`src/rtl/washer_actuator_ctrl_pkg.sv`:
```
// Shared stage/agitation encodings and default actuator timing for the washer
// sequencer and the actuator controller.
package washer_actuator_ctrl_pkg;

  localparam int STAGE_W = 3;

  typedef enum logic [2:0] {
    ST_IDLE  = 3'd0,
    ST_FILL  = 3'd1,
    ST_WASH  = 3'd2,
    ST_RINSE = 3'd3,
    ST_SPIN  = 3'd4,
    ST_DONE  = 3'd5
  } stage_e;

  typedef enum logic [1:0] {
    AG_FWD = 2'd0,
    AG_P1  = 2'd1,
    AG_REV = 2'd2,
    AG_P2  = 2'd3
  } ag_state_e;

  localparam int DEF_AGIT_ON       = 6;
  localparam int DEF_AGIT_PAUSE    = 2;
  localparam int DEF_RAMP_INTERVAL = 4;
  localparam int DEF_RAMP_STEP     = 32;
  localparam int DEF_UNLOCK_DELAY  = 8;
  localparam int DEF_BUZZ_CYCLES   = 5;
  localparam int DEF_PWM_W         = 8;

  function automatic logic stage_legal(input logic [STAGE_W-1:0] code);
    return (code <= 3'd5);
  endfunction

  // Codes 6/7 are run exactly like IDLE so the actuators fall to a safe state.
  function automatic logic [STAGE_W-1:0] stage_sanitise(input logic [STAGE_W-1:0] code);
    return stage_legal(code) ? code : STAGE_W'(ST_IDLE);
  endfunction

endpackage

```
`src/rtl/washer_actuator_ctrl_if.sv`:
```
// Stage/supply inputs and actuator outputs between the washer sequencer and
// the actuator controller.
interface washer_actuator_ctrl_if;
  import washer_actuator_ctrl_pkg::*;

  logic [STAGE_W-1:0] stage;
  logic               supply;
  logic               valve_on;
  logic               drain_on;
  logic               motor_en;
  logic               motor_dir;
  logic               motor_pwm;
  logic               door_lock;
  logic               buzzer;
  logic               fault;

  modport master (
    output stage, supply,
    input  valve_on, drain_on, motor_en, motor_dir, motor_pwm, door_lock, buzzer, fault
  );

  modport slave (
    input  stage, supply,
    output valve_on, drain_on, motor_en, motor_dir, motor_pwm, door_lock, buzzer, fault
  );

endinterface

```
`src/rtl/washer_pwm_ramp.sv`:
```
// Spin duty ramp with saturation plus free-running PWM counter; exposes the
// comparator result for the state the next clock edge will load.
module washer_pwm_ramp
  import washer_actuator_ctrl_pkg::*;
#(
  parameter int RAMP_INTERVAL = DEF_RAMP_INTERVAL,
  parameter int RAMP_STEP     = DEF_RAMP_STEP,
  parameter int PWM_W         = DEF_PWM_W
) (
  input  logic clk,
  input  logic rst,
  input  logic run,
  input  logic spin,
  input  logic restart,
  output logic pwm_next
);

  localparam int RC_W = $clog2(RAMP_INTERVAL) + 1;

  logic [PWM_W-1:0] duty_r, duty_nxt_s;
  logic [PWM_W-1:0] cnt_r, cnt_nxt_s;
  logic [RC_W-1:0]  ramp_r, ramp_nxt_s;
  logic [PWM_W:0]   sum_s;

  // next duty/ramp/counter; frozen without mains, cleared outside SPIN
  always_comb begin
    duty_nxt_s = duty_r;
    cnt_nxt_s  = cnt_r;
    ramp_nxt_s = ramp_r;
    sum_s      = {1'b0, duty_r} + (PWM_W+1)'(RAMP_STEP);
    if (!run) begin
      duty_nxt_s = duty_r;
      cnt_nxt_s  = cnt_r;
      ramp_nxt_s = ramp_r;
    end else if (!spin || restart) begin
      duty_nxt_s = PWM_W'(0);
      cnt_nxt_s  = PWM_W'(0);
      ramp_nxt_s = RC_W'(0);
    end else begin
      cnt_nxt_s = cnt_r + PWM_W'(1);
      if (ramp_r == RC_W'(RAMP_INTERVAL - 1)) begin
        ramp_nxt_s = RC_W'(0);
        duty_nxt_s = sum_s[PWM_W] ? {PWM_W{1'b1}} : sum_s[PWM_W-1:0];
      end else begin
        ramp_nxt_s = ramp_r + RC_W'(1);
      end
    end
  end

  assign pwm_next = (cnt_nxt_s < duty_nxt_s);

  // ramp and PWM state registers
  always_ff @(posedge clk or negedge rst) begin
    if (!rst) begin
      duty_r <= PWM_W'(0);
      cnt_r  <= PWM_W'(0);
      ramp_r <= RC_W'(0);
    end else begin
      duty_r <= duty_nxt_s;
      cnt_r  <= cnt_nxt_s;
      ramp_r <= ramp_nxt_s;
    end
  end

endmodule

```
`src/rtl/washer_actuator_ctrl.sv`:
```
// Washer actuator controller: turns the sequencer stage code into valve, pump,
// motor, door-lock and buzzer drive, with agitation, spin ramp and hold-offs.
module washer_actuator_ctrl
  import washer_actuator_ctrl_pkg::*;
#(
  parameter int AGIT_ON       = DEF_AGIT_ON,
  parameter int AGIT_PAUSE    = DEF_AGIT_PAUSE,
  parameter int RAMP_INTERVAL = DEF_RAMP_INTERVAL,
  parameter int RAMP_STEP     = DEF_RAMP_STEP,
  parameter int UNLOCK_DELAY  = DEF_UNLOCK_DELAY,
  parameter int BUZZ_CYCLES   = DEF_BUZZ_CYCLES,
  parameter int PWM_W         = DEF_PWM_W
) (
  input  logic                   clk,
  input  logic                   rst,
  washer_actuator_ctrl_if.slave  bus
);

  localparam int AG_MAX = (AGIT_ON > AGIT_PAUSE) ? AGIT_ON : AGIT_PAUSE;
  localparam int AG_CW  = $clog2(AG_MAX) + 1;
  localparam int UL_CW  = $clog2(UNLOCK_DELAY + 1) + 1;
  localparam int BZ_CW  = $clog2(BUZZ_CYCLES + 1) + 1;

  logic [STAGE_W-1:0] stage_q_r, prev_stage_r, eff_s;
  logic               run_s, entry_s, agit_s, spin_s, motor_stage_s;
  ag_state_e          ag_r, ag_nxt_s;
  logic [AG_CW-1:0]   ag_cnt_r, ag_cnt_nxt_s, ag_limit_s;
  logic [UL_CW-1:0]   unlock_cnt_r, unlock_cnt_nxt_s;
  logic [BZ_CW-1:0]   buzz_cnt_r, buzz_cnt_nxt_s;
  logic               fault_r, ramp_pwm_s, pause_last_s;
  logic valve_r, drain_r, motor_en_r, motor_dir_r, motor_pwm_r, door_lock_r, buzzer_r;
  logic valve_nxt_s, drain_nxt_s, en_nxt_s, dir_nxt_s, pwm_nxt_s, lock_nxt_s, buzz_nxt_s;

  assign run_s         = bus.supply;
  assign eff_s         = stage_sanitise(stage_q_r);
  assign entry_s       = (stage_q_r != prev_stage_r);
  assign agit_s        = (eff_s == ST_WASH) || (eff_s == ST_RINSE);
  assign spin_s        = (eff_s == ST_SPIN);
  assign motor_stage_s = agit_s || spin_s;
  assign ag_limit_s    = ((ag_r == AG_FWD) || (ag_r == AG_REV)) ?
                         AG_CW'(AGIT_ON - 1) : AG_CW'(AGIT_PAUSE - 1);

  washer_pwm_ramp #(
    .RAMP_INTERVAL (RAMP_INTERVAL),
    .RAMP_STEP     (RAMP_STEP),
    .PWM_W         (PWM_W)
  ) u_ramp (
    .clk      (clk),
    .rst      (rst),
    .run      (run_s),
    .spin     (spin_s),
    .restart  (entry_s),
    .pwm_next (ramp_pwm_s)
  );

  // agitation next state; a restart while reversing goes via a pause so the
  // direction never flips under power
  always_comb begin
    ag_nxt_s     = ag_r;
    ag_cnt_nxt_s = ag_cnt_r;
    if (agit_s && entry_s) begin
      ag_cnt_nxt_s = AG_CW'(0);
      ag_nxt_s     = (motor_en_r && !motor_dir_r) ? AG_P2 : AG_FWD;
    end else if (agit_s) begin
      if (ag_cnt_r == ag_limit_s) begin
        ag_cnt_nxt_s = AG_CW'(0);
        case (ag_r)
          AG_FWD:  ag_nxt_s = AG_P1;
          AG_P1:   ag_nxt_s = AG_REV;
          AG_REV:  ag_nxt_s = AG_P2;
          AG_P2:   ag_nxt_s = AG_FWD;
          default: ag_nxt_s = AG_FWD;
        endcase
      end else begin
        ag_cnt_nxt_s = ag_cnt_r + AG_CW'(1);
      end
    end else begin
      ag_nxt_s     = ag_r;
      ag_cnt_nxt_s = ag_cnt_r;
    end
  end

  assign pause_last_s = (ag_cnt_nxt_s == AG_CW'(AGIT_PAUSE - 1));

  // actuator, lock hold-off and buzzer next values
  always_comb begin
    valve_nxt_s      = (eff_s == ST_FILL);
    drain_nxt_s      = (eff_s == ST_RINSE) || spin_s;
    en_nxt_s         = 1'b0;
    dir_nxt_s        = 1'b0;
    pwm_nxt_s        = 1'b0;
    lock_nxt_s       = 1'b0;
    unlock_cnt_nxt_s = UL_CW'(0);
    buzz_nxt_s       = 1'b0;
    buzz_cnt_nxt_s   = BZ_CW'(0);
    if (agit_s) begin
      en_nxt_s  = (ag_nxt_s == AG_FWD) || (ag_nxt_s == AG_REV);
      pwm_nxt_s = 1'b1;
      case (ag_nxt_s)
        AG_FWD:  dir_nxt_s = 1'b1;
        AG_REV:  dir_nxt_s = 1'b0;
        AG_P1:   dir_nxt_s = !pause_last_s;
        AG_P2:   dir_nxt_s = pause_last_s;
        default: dir_nxt_s = 1'b0;
      endcase
    end else if (spin_s) begin
      en_nxt_s  = 1'b1;
      dir_nxt_s = 1'b1;
      pwm_nxt_s = ramp_pwm_s;
    end else begin
      en_nxt_s  = 1'b0;
      dir_nxt_s = 1'b0;
      pwm_nxt_s = 1'b0;
    end
    if (eff_s == ST_FILL) begin
      lock_nxt_s       = 1'b1;
      unlock_cnt_nxt_s = UL_CW'(0);
    end else if (motor_stage_s) begin
      lock_nxt_s       = 1'b1;
      unlock_cnt_nxt_s = UL_CW'(UNLOCK_DELAY);
    end else if (unlock_cnt_r != UL_CW'(0)) begin
      lock_nxt_s       = 1'b1;
      unlock_cnt_nxt_s = unlock_cnt_r - UL_CW'(1);
    end else begin
      lock_nxt_s       = 1'b0;
      unlock_cnt_nxt_s = UL_CW'(0);
    end
    if ((eff_s == ST_DONE) && entry_s) begin
      buzz_nxt_s     = 1'b1;
      buzz_cnt_nxt_s = BZ_CW'(BUZZ_CYCLES - 1);
    end else if (buzz_cnt_r != BZ_CW'(0)) begin
      buzz_nxt_s     = 1'b1;
      buzz_cnt_nxt_s = buzz_cnt_r - BZ_CW'(1);
    end else begin
      buzz_nxt_s     = 1'b0;
      buzz_cnt_nxt_s = BZ_CW'(0);
    end
  end

  // stage capture, agitation FSM and timers; all frozen while mains is absent
  always_ff @(posedge clk or negedge rst) begin
    if (!rst) begin
      stage_q_r    <= STAGE_W'(0);
      prev_stage_r <= STAGE_W'(0);
      ag_r         <= AG_FWD;
      ag_cnt_r     <= AG_CW'(0);
      unlock_cnt_r <= UL_CW'(0);
      buzz_cnt_r   <= BZ_CW'(0);
      fault_r      <= 1'b0;
    end else begin
      fault_r <= fault_r | ~stage_legal(stage_q_r);
      if (run_s) begin
        stage_q_r    <= bus.stage;
        prev_stage_r <= stage_q_r;
        ag_r         <= ag_nxt_s;
        ag_cnt_r     <= ag_cnt_nxt_s;
        unlock_cnt_r <= unlock_cnt_nxt_s;
        buzz_cnt_r   <= buzz_cnt_nxt_s;
      end else begin
        stage_q_r    <= stage_q_r;
        prev_stage_r <= prev_stage_r;
        ag_r         <= ag_r;
        ag_cnt_r     <= ag_cnt_r;
        unlock_cnt_r <= unlock_cnt_r;
        buzz_cnt_r   <= buzz_cnt_r;
      end
    end
  end

  // actuator output registers; power loss kills drives but holds lock and direction
  always_ff @(posedge clk or negedge rst) begin
    if (!rst) begin
      valve_r     <= 1'b0;
      drain_r     <= 1'b0;
      motor_en_r  <= 1'b0;
      motor_dir_r <= 1'b0;
      motor_pwm_r <= 1'b0;
      door_lock_r <= 1'b0;
      buzzer_r    <= 1'b0;
    end else if (run_s) begin
      valve_r     <= valve_nxt_s;
      drain_r     <= drain_nxt_s;
      motor_en_r  <= en_nxt_s;
      motor_dir_r <= dir_nxt_s;
      motor_pwm_r <= pwm_nxt_s;
      door_lock_r <= lock_nxt_s;
      buzzer_r    <= buzz_nxt_s;
    end else begin
      valve_r     <= 1'b0;
      drain_r     <= 1'b0;
      motor_en_r  <= 1'b0;
      motor_dir_r <= motor_dir_r;
      motor_pwm_r <= 1'b0;
      door_lock_r <= door_lock_r;
      buzzer_r    <= 1'b0;
    end
  end

  assign bus.valve_on  = valve_r;
  assign bus.drain_on  = drain_r;
  assign bus.motor_en  = motor_en_r;
  assign bus.motor_dir = motor_dir_r;
  assign bus.motor_pwm = motor_pwm_r;
  assign bus.door_lock = door_lock_r;
  assign bus.buzzer    = buzzer_r;
  assign bus.fault     = fault_r;

endmodule
```
`src/flat_wrapper.sv`:
```
// flat-port wrapper written by rule: the top's interface ports become plain ports
module washer_actuator_ctrl_flat import washer_actuator_ctrl_pkg::*;
#(
  parameter int AGIT_ON       = DEF_AGIT_ON,
  parameter int AGIT_PAUSE    = DEF_AGIT_PAUSE,
  parameter int RAMP_INTERVAL = DEF_RAMP_INTERVAL,
  parameter int RAMP_STEP     = DEF_RAMP_STEP,
  parameter int UNLOCK_DELAY  = DEF_UNLOCK_DELAY,
  parameter int BUZZ_CYCLES   = DEF_BUZZ_CYCLES,
  parameter int PWM_W         = DEF_PWM_W
)
  (clk, rst, bus_stage, bus_supply, bus_valve_on, bus_drain_on, bus_motor_en, bus_motor_dir, bus_motor_pwm, bus_door_lock, bus_buzzer, bus_fault);
  washer_actuator_ctrl_if bus_i ();
  input  logic clk;
  input  logic rst;
  input wire logic [$bits(bus_i.stage)-1:0] bus_stage;
  input wire logic [$bits(bus_i.supply)-1:0] bus_supply;
  output wire logic [$bits(bus_i.valve_on)-1:0] bus_valve_on;
  output wire logic [$bits(bus_i.drain_on)-1:0] bus_drain_on;
  output wire logic [$bits(bus_i.motor_en)-1:0] bus_motor_en;
  output wire logic [$bits(bus_i.motor_dir)-1:0] bus_motor_dir;
  output wire logic [$bits(bus_i.motor_pwm)-1:0] bus_motor_pwm;
  output wire logic [$bits(bus_i.door_lock)-1:0] bus_door_lock;
  output wire logic [$bits(bus_i.buzzer)-1:0] bus_buzzer;
  output wire logic [$bits(bus_i.fault)-1:0] bus_fault;
  assign bus_i.stage = bus_stage;
  assign bus_i.supply = bus_supply;
  assign bus_valve_on = bus_i.valve_on;
  assign bus_drain_on = bus_i.drain_on;
  assign bus_motor_en = bus_i.motor_en;
  assign bus_motor_dir = bus_i.motor_dir;
  assign bus_motor_pwm = bus_i.motor_pwm;
  assign bus_door_lock = bus_i.door_lock;
  assign bus_buzzer = bus_i.buzzer;
  assign bus_fault = bus_i.fault;
  washer_actuator_ctrl #(.AGIT_ON(AGIT_ON), .AGIT_PAUSE(AGIT_PAUSE), .RAMP_INTERVAL(RAMP_INTERVAL), .RAMP_STEP(RAMP_STEP), .UNLOCK_DELAY(UNLOCK_DELAY), .BUZZ_CYCLES(BUZZ_CYCLES), .PWM_W(PWM_W)) u_core (.clk(clk), .rst(rst), .bus(bus_i));
endmodule
```
`config.mk`:
```
export PLATFORM = sky130hd
export DESIGN_NAME = washer_actuator_ctrl_flat
export DESIGN_NICKNAME = d
export VERILOG_FILES = /design/src/rtl/washer_actuator_ctrl_pkg.sv /design/src/rtl/washer_actuator_ctrl_if.sv /design/src/rtl/washer_pwm_ramp.sv /design/src/rtl/washer_actuator_ctrl.sv /design/src/flat_wrapper.sv
export SDC_FILE = /design/constraint.sdc
export NUM_CORES = 1
export LEC_CHECK = 0
export ABC_AREA = 1
export BUFFER_PORTS_ARGS = -buffer_cell sky130_fd_sc_hd__clkbuf_2
export CAP_MARGIN = 20
export CORE_ASPECT_RATIO = 1.5
export CORE_MARGIN = 10
export CORE_UTILIZATION = 55
export CTS_BUF_LIST = sky130_fd_sc_hd__clkbuf_8
export CTS_CLUSTER_DIAMETER = 50
export DETAILED_ROUTE_END_ITERATION = 10
export GPL_TIMING_DRIVEN = 0
export PLACE_DENSITY = 0.81
export RECOVER_POWER = 50
export REMOVE_ABC_BUFFERS = 1
export SYNTH_ARGS = -nofsm -noshare
export SYNTH_HDL_FRONTEND = slang
export SYNTH_SLANG_ARGS = --single-unit
```
`constraint.sdc`:
```
create_clock -name clk -period 4 [get_ports clk]
set_input_delay 0.4 -clock clk [delete_from_list [all_inputs] [get_ports clk]]
set_output_delay 0.4 -clock clk [all_outputs]
set_load 0.01 [all_outputs]
```
==> impl_metrics.csv <==
group,metric,value,unit
outcome,status,"finished with violations",
outcome,violations,"capacitance limit, slew limit",
synth,ys_seq_elements,48,
global_route,grt_pass1_wl,8580,µm
cts,cts_root_buf,"clkbuf_8",
worst_setup_path,worst_path_largest_cell_delay,410,ps
cts,cts_post_setup_buffers_inserted,0,
sta,final.min_clock_period,2680,ps
worst_setup_path,crit_family,"simple AND/OR/NAND/NOR gates",
cts,tritoncts_clock_tree,"yes",
cts,ctsResizeCount,0,
synth,synthCells,315,
finish,final_area,2840,µm²
die,core_area,4540,µm²
finish,final_cell_count_no_fill,395,
cts,clk_pin_slew,90,ps
die,initial_utilization,57.2,%
power_and_ir_drop,leakage,1.46,nW
drt,detailroute.via_count,2032,
power_and_ir_drop,power.density_cell_area,461,nW/µm²
worst_setup_path,worstPathArrival,2900,ps
cts,clock_tree.htree_level_count,2,
cts,clk-insertion-delay-late,300,ps
drt,routed_via_density,5.14,
global_route,grt_antenna_before_repair,0,
synth,avgSynthCellArea,8.24,µm²
cts,cts_made_buffers,5,
sta,fmax,374,MHz
sta,finalSetupViolCount,0,
power_and_ir_drop,peak_ir_drop_on_the_vdd_network,0.000327,V
drt,finalWirelength,4800,µm
finish,area_growth_syn_to_layout,9.45,%
finish,antenna_cells,0,
drt,detail_route.iter0.violations,159,
placement,detailed_place_hpwl,3670,µm
global_route,grt_overflow,0,
synth,synth_cell_types,39,
finish,final_stage_net_count,353,
worst_setup_path,timing.critical_path.from_type,"register",
worst_setup_path,critical_path.most_common_cell,"nand2_1",
worst_setup_path,path_class,"register to register",
sta,hold-worst-slack,162,ps
sta,worst_slew_pin_slew,1710,ps
drt,post-route-drc-count,0,
min_path,worst_hold_path_type,"input port to asynchronous set/reset pin",
synth,yosys.area.top_type_share,46.3,%
synth,post_synth_instance_area,2600,µm²
worst_setup_path,worst_ep_required_time,4220,ps
synth,sequential_fraction_of_the_synthesis_area,46.3,%
synth,synth.top_cells.by_area,"dfrtp_1 (46%), nand2_1 (9.7%), ha_1 (8.2%)",
sta,max-slew-margin-rel,-14.1,%
placement,globalplace.congestion,0.881,
global_route,pin_count_of_the_biggest_net_entering_global_routing,42,
sta,timing.final.hold_violations,0,
worst_setup_path,crit_chain,"inv_1, nand2_1, nor2_2, nand3_2, nand2_1, inv_1, nor2_1, inv_1, ha_1, nand2_1, nor2_1, a2111oi_0, nand2_1, a21oi_2",
worst_setup_path,timing.critical_path.fanout_max,7,
sta,post-route-period-util,66.9,%
global_route,gr-usage-all-layers,12.7,%
worst_setup_path,cp_slowest_cell,"dfrtp_1",
die,io-pin-count,14,
cts,ctsHoldBuffers,0,
synth,synth_flop_cell,"dfrtp_1",
synth,netlist.top_cell.by_area,"dfrtp_1",
drt,detail_route.first_pass.iterations,4,
synth,edff_count_synth,0,
synth,async_flop_share,100,%
cts,ctsLongestPathBuffers,2,
power_and_ir_drop,fin_total_pwr,1.31,mW
finish,final_layout_size_suffix_gt1_share,9.67,%
placement,port_buffers,13,
die,die_y,104,µm
worst_setup_path,reg2reg_from,"u_core.stage_q_r[1]$_DFFE_PN0P_",
cts,clock_sinks,48,
worst_setup_path,critPathCaptureType,"register",
sta,fin_worst_skew,4.81,ps
synth,synth_most_common_cell,"nand2_1",
run,max_cap_viols,1,
sta,timing_max_transition_violations_final,34,
drt,final_antenna_net_count,0,
die,die_width,76.1,µm
sta,timing.setup.tns,0,ps
worst_setup_path,worst-path-buf-inv,3,
global_route,first_global_vias,1994,
placement,placedInstanceArea,2740,µm²
sta,unrepaired_setup_endpoints_after_global_routing,"false",
worst_setup_path,capturing_point_of_the_worst_reg2reg_path,"u_core.bus.motor_pwm$_DFF_PN0_",
synth,synth.cells.most_frequent,"nand2_1 (67), inv_1 (50), dfrtp_1 (48), o21ai_0 (29), nor2_1 (27)",
synth,synthesis_warnings,0,
die,fp-row-count,30,
drt,routedWlPerCell,12.2,µm
worst_setup_path,cell_count_of_the_worst_reg_to_reg_path,14,
die,dieArea,7920,µm²
placement,post-place-cells,387,
worst_setup_path,r2r_setup_slack,1320,ps
-- worst reg2reg max path, cell delays in order, from the launching register on --
cell and delay [ps]:
dfrtp_1 410, inv_1 190, nand2_1 140, nor2_2 160, nand3_2 140, nand2_1 220
inv_1 180, nor2_1 190, inv_1 60, ha_1 260, nand2_1 70, nor2_1 50
a2111oi_0 280, nand2_1 120, a21oi_2 140
-- logic make-up (layout without fill, tap and decap cells) --
family                   Yosys count  count (layout)  share of synthesized area [%]
multiplexers                       1               1                          0.434
buffers and inverters             57              73                           8.29
AO/OA/AOI/OAI                     57              57                           13.1
flip-flops                        48              48                           46.3
adder cells (fa/ha/maj)           17              17                           8.19
XOR/XNOR                           7               7                           2.36
AND/OR/NAND/NOR                  128             128                           21.4
-- state kept, by name (all words and copies together) (netlist names), 2 cells and up --
register	cells
u_core.u_ramp.cnt_r	8
u_core.u_ramp.duty_r	8
u_core.unlock_cnt_r	5
u_core.ag_cnt_r	4
u_core.buzz_cnt_r	4
u_core.prev_stage_r	3
u_core.stage_q_r	3
u_core.u_ramp.ramp_r	3
u_core.ag_r	2
-- worst max path at each step --
stage / startpoint / depth (start not counted) / endpoint / slack, ps
finish: u_core.stage_q_r[1]$_DFFE_PN0P_ / 14 / u_core.bus.motor_pwm$_DFF_PN0_ / 1320
global route: u_core.stage_q_r[1]$_DFFE_PN0P_ / 13 / u_core.bus.motor_pwm$_DFF_PN0_ / 930
CTS: u_core.stage_q_r[1]$_DFFE_PN0P_ / 14 / u_core.bus.motor_pwm$_DFF_PN0_ / 1270
detailed placement: bus_supply / 15 / u_core.bus.motor_pwm$_DFF_PN0_ / 1070
global placement: bus_supply / 15 / u_core.bus.motor_pwm$_DFF_PN0_ / 1130
floorplan: u_core.stage_q_r[1]$_DFFE_PN0P_ / 13 / u_core.bus.motor_pwm$_DFF_PN0_ / 1780
-- area by class of cell --
type,instances,area [µm²]
fill,398,1700
sequential,48,1200
multi-input combinational,210,1180
inverter,51,191
clock buffer,6,82.6
tap,64,80.1
timing repair buffer,14,67.6
clock inverter,2,38.8
-- layout by cell type (no fill, tap or decap), types with 5 or more instances in the layout --
| cell type | count |
|---|---|
| a21oi_1 | 11 |
| clkbuf_2 | 12 |
| clkbuf_8 | 6 |
| dfrtp_1 | 48 |
| ha_1 | 17 |
| inv_1 | 50 |
| nand2_1 | 67 |
| nand3_1 | 12 |
| nand4_1 | 6 |
| nor2_1 | 27 |
| nor3_1 | 5 |
| o21ai_0 | 29 |
| xor2_1 | 5 |
-- where the power goes --
part / switching, mW / internal, mW
Sequential: 0.0443 / 0.554
Combinational: 0.218 / 0.127
Clock: 0.161 / 0.204
-- routing by layer --
| layer | vias up | share of wire (%) | track usage [%] |
|---|---|---|---|
| met5 | - | 0 | 0 |
| met4 | 0 | 3.1 | 7.07 |
| met3 | 12 | 3.0 | 2.94 |
| met2 | 38 | 51 | 22.1 |
| met1 | 939 | 43 | 13.8 |
| li1 | 1043 | - | - |
-- through the flow --
stage	util, %	setup slack (ps)
global route	62.6	933
CTS	62.9	1270
global placement	59.8	1130
finish	62.6	1320
floorplan	-	1780
detailed placement	60.3	1070
(Power assumes the default switching activity.)
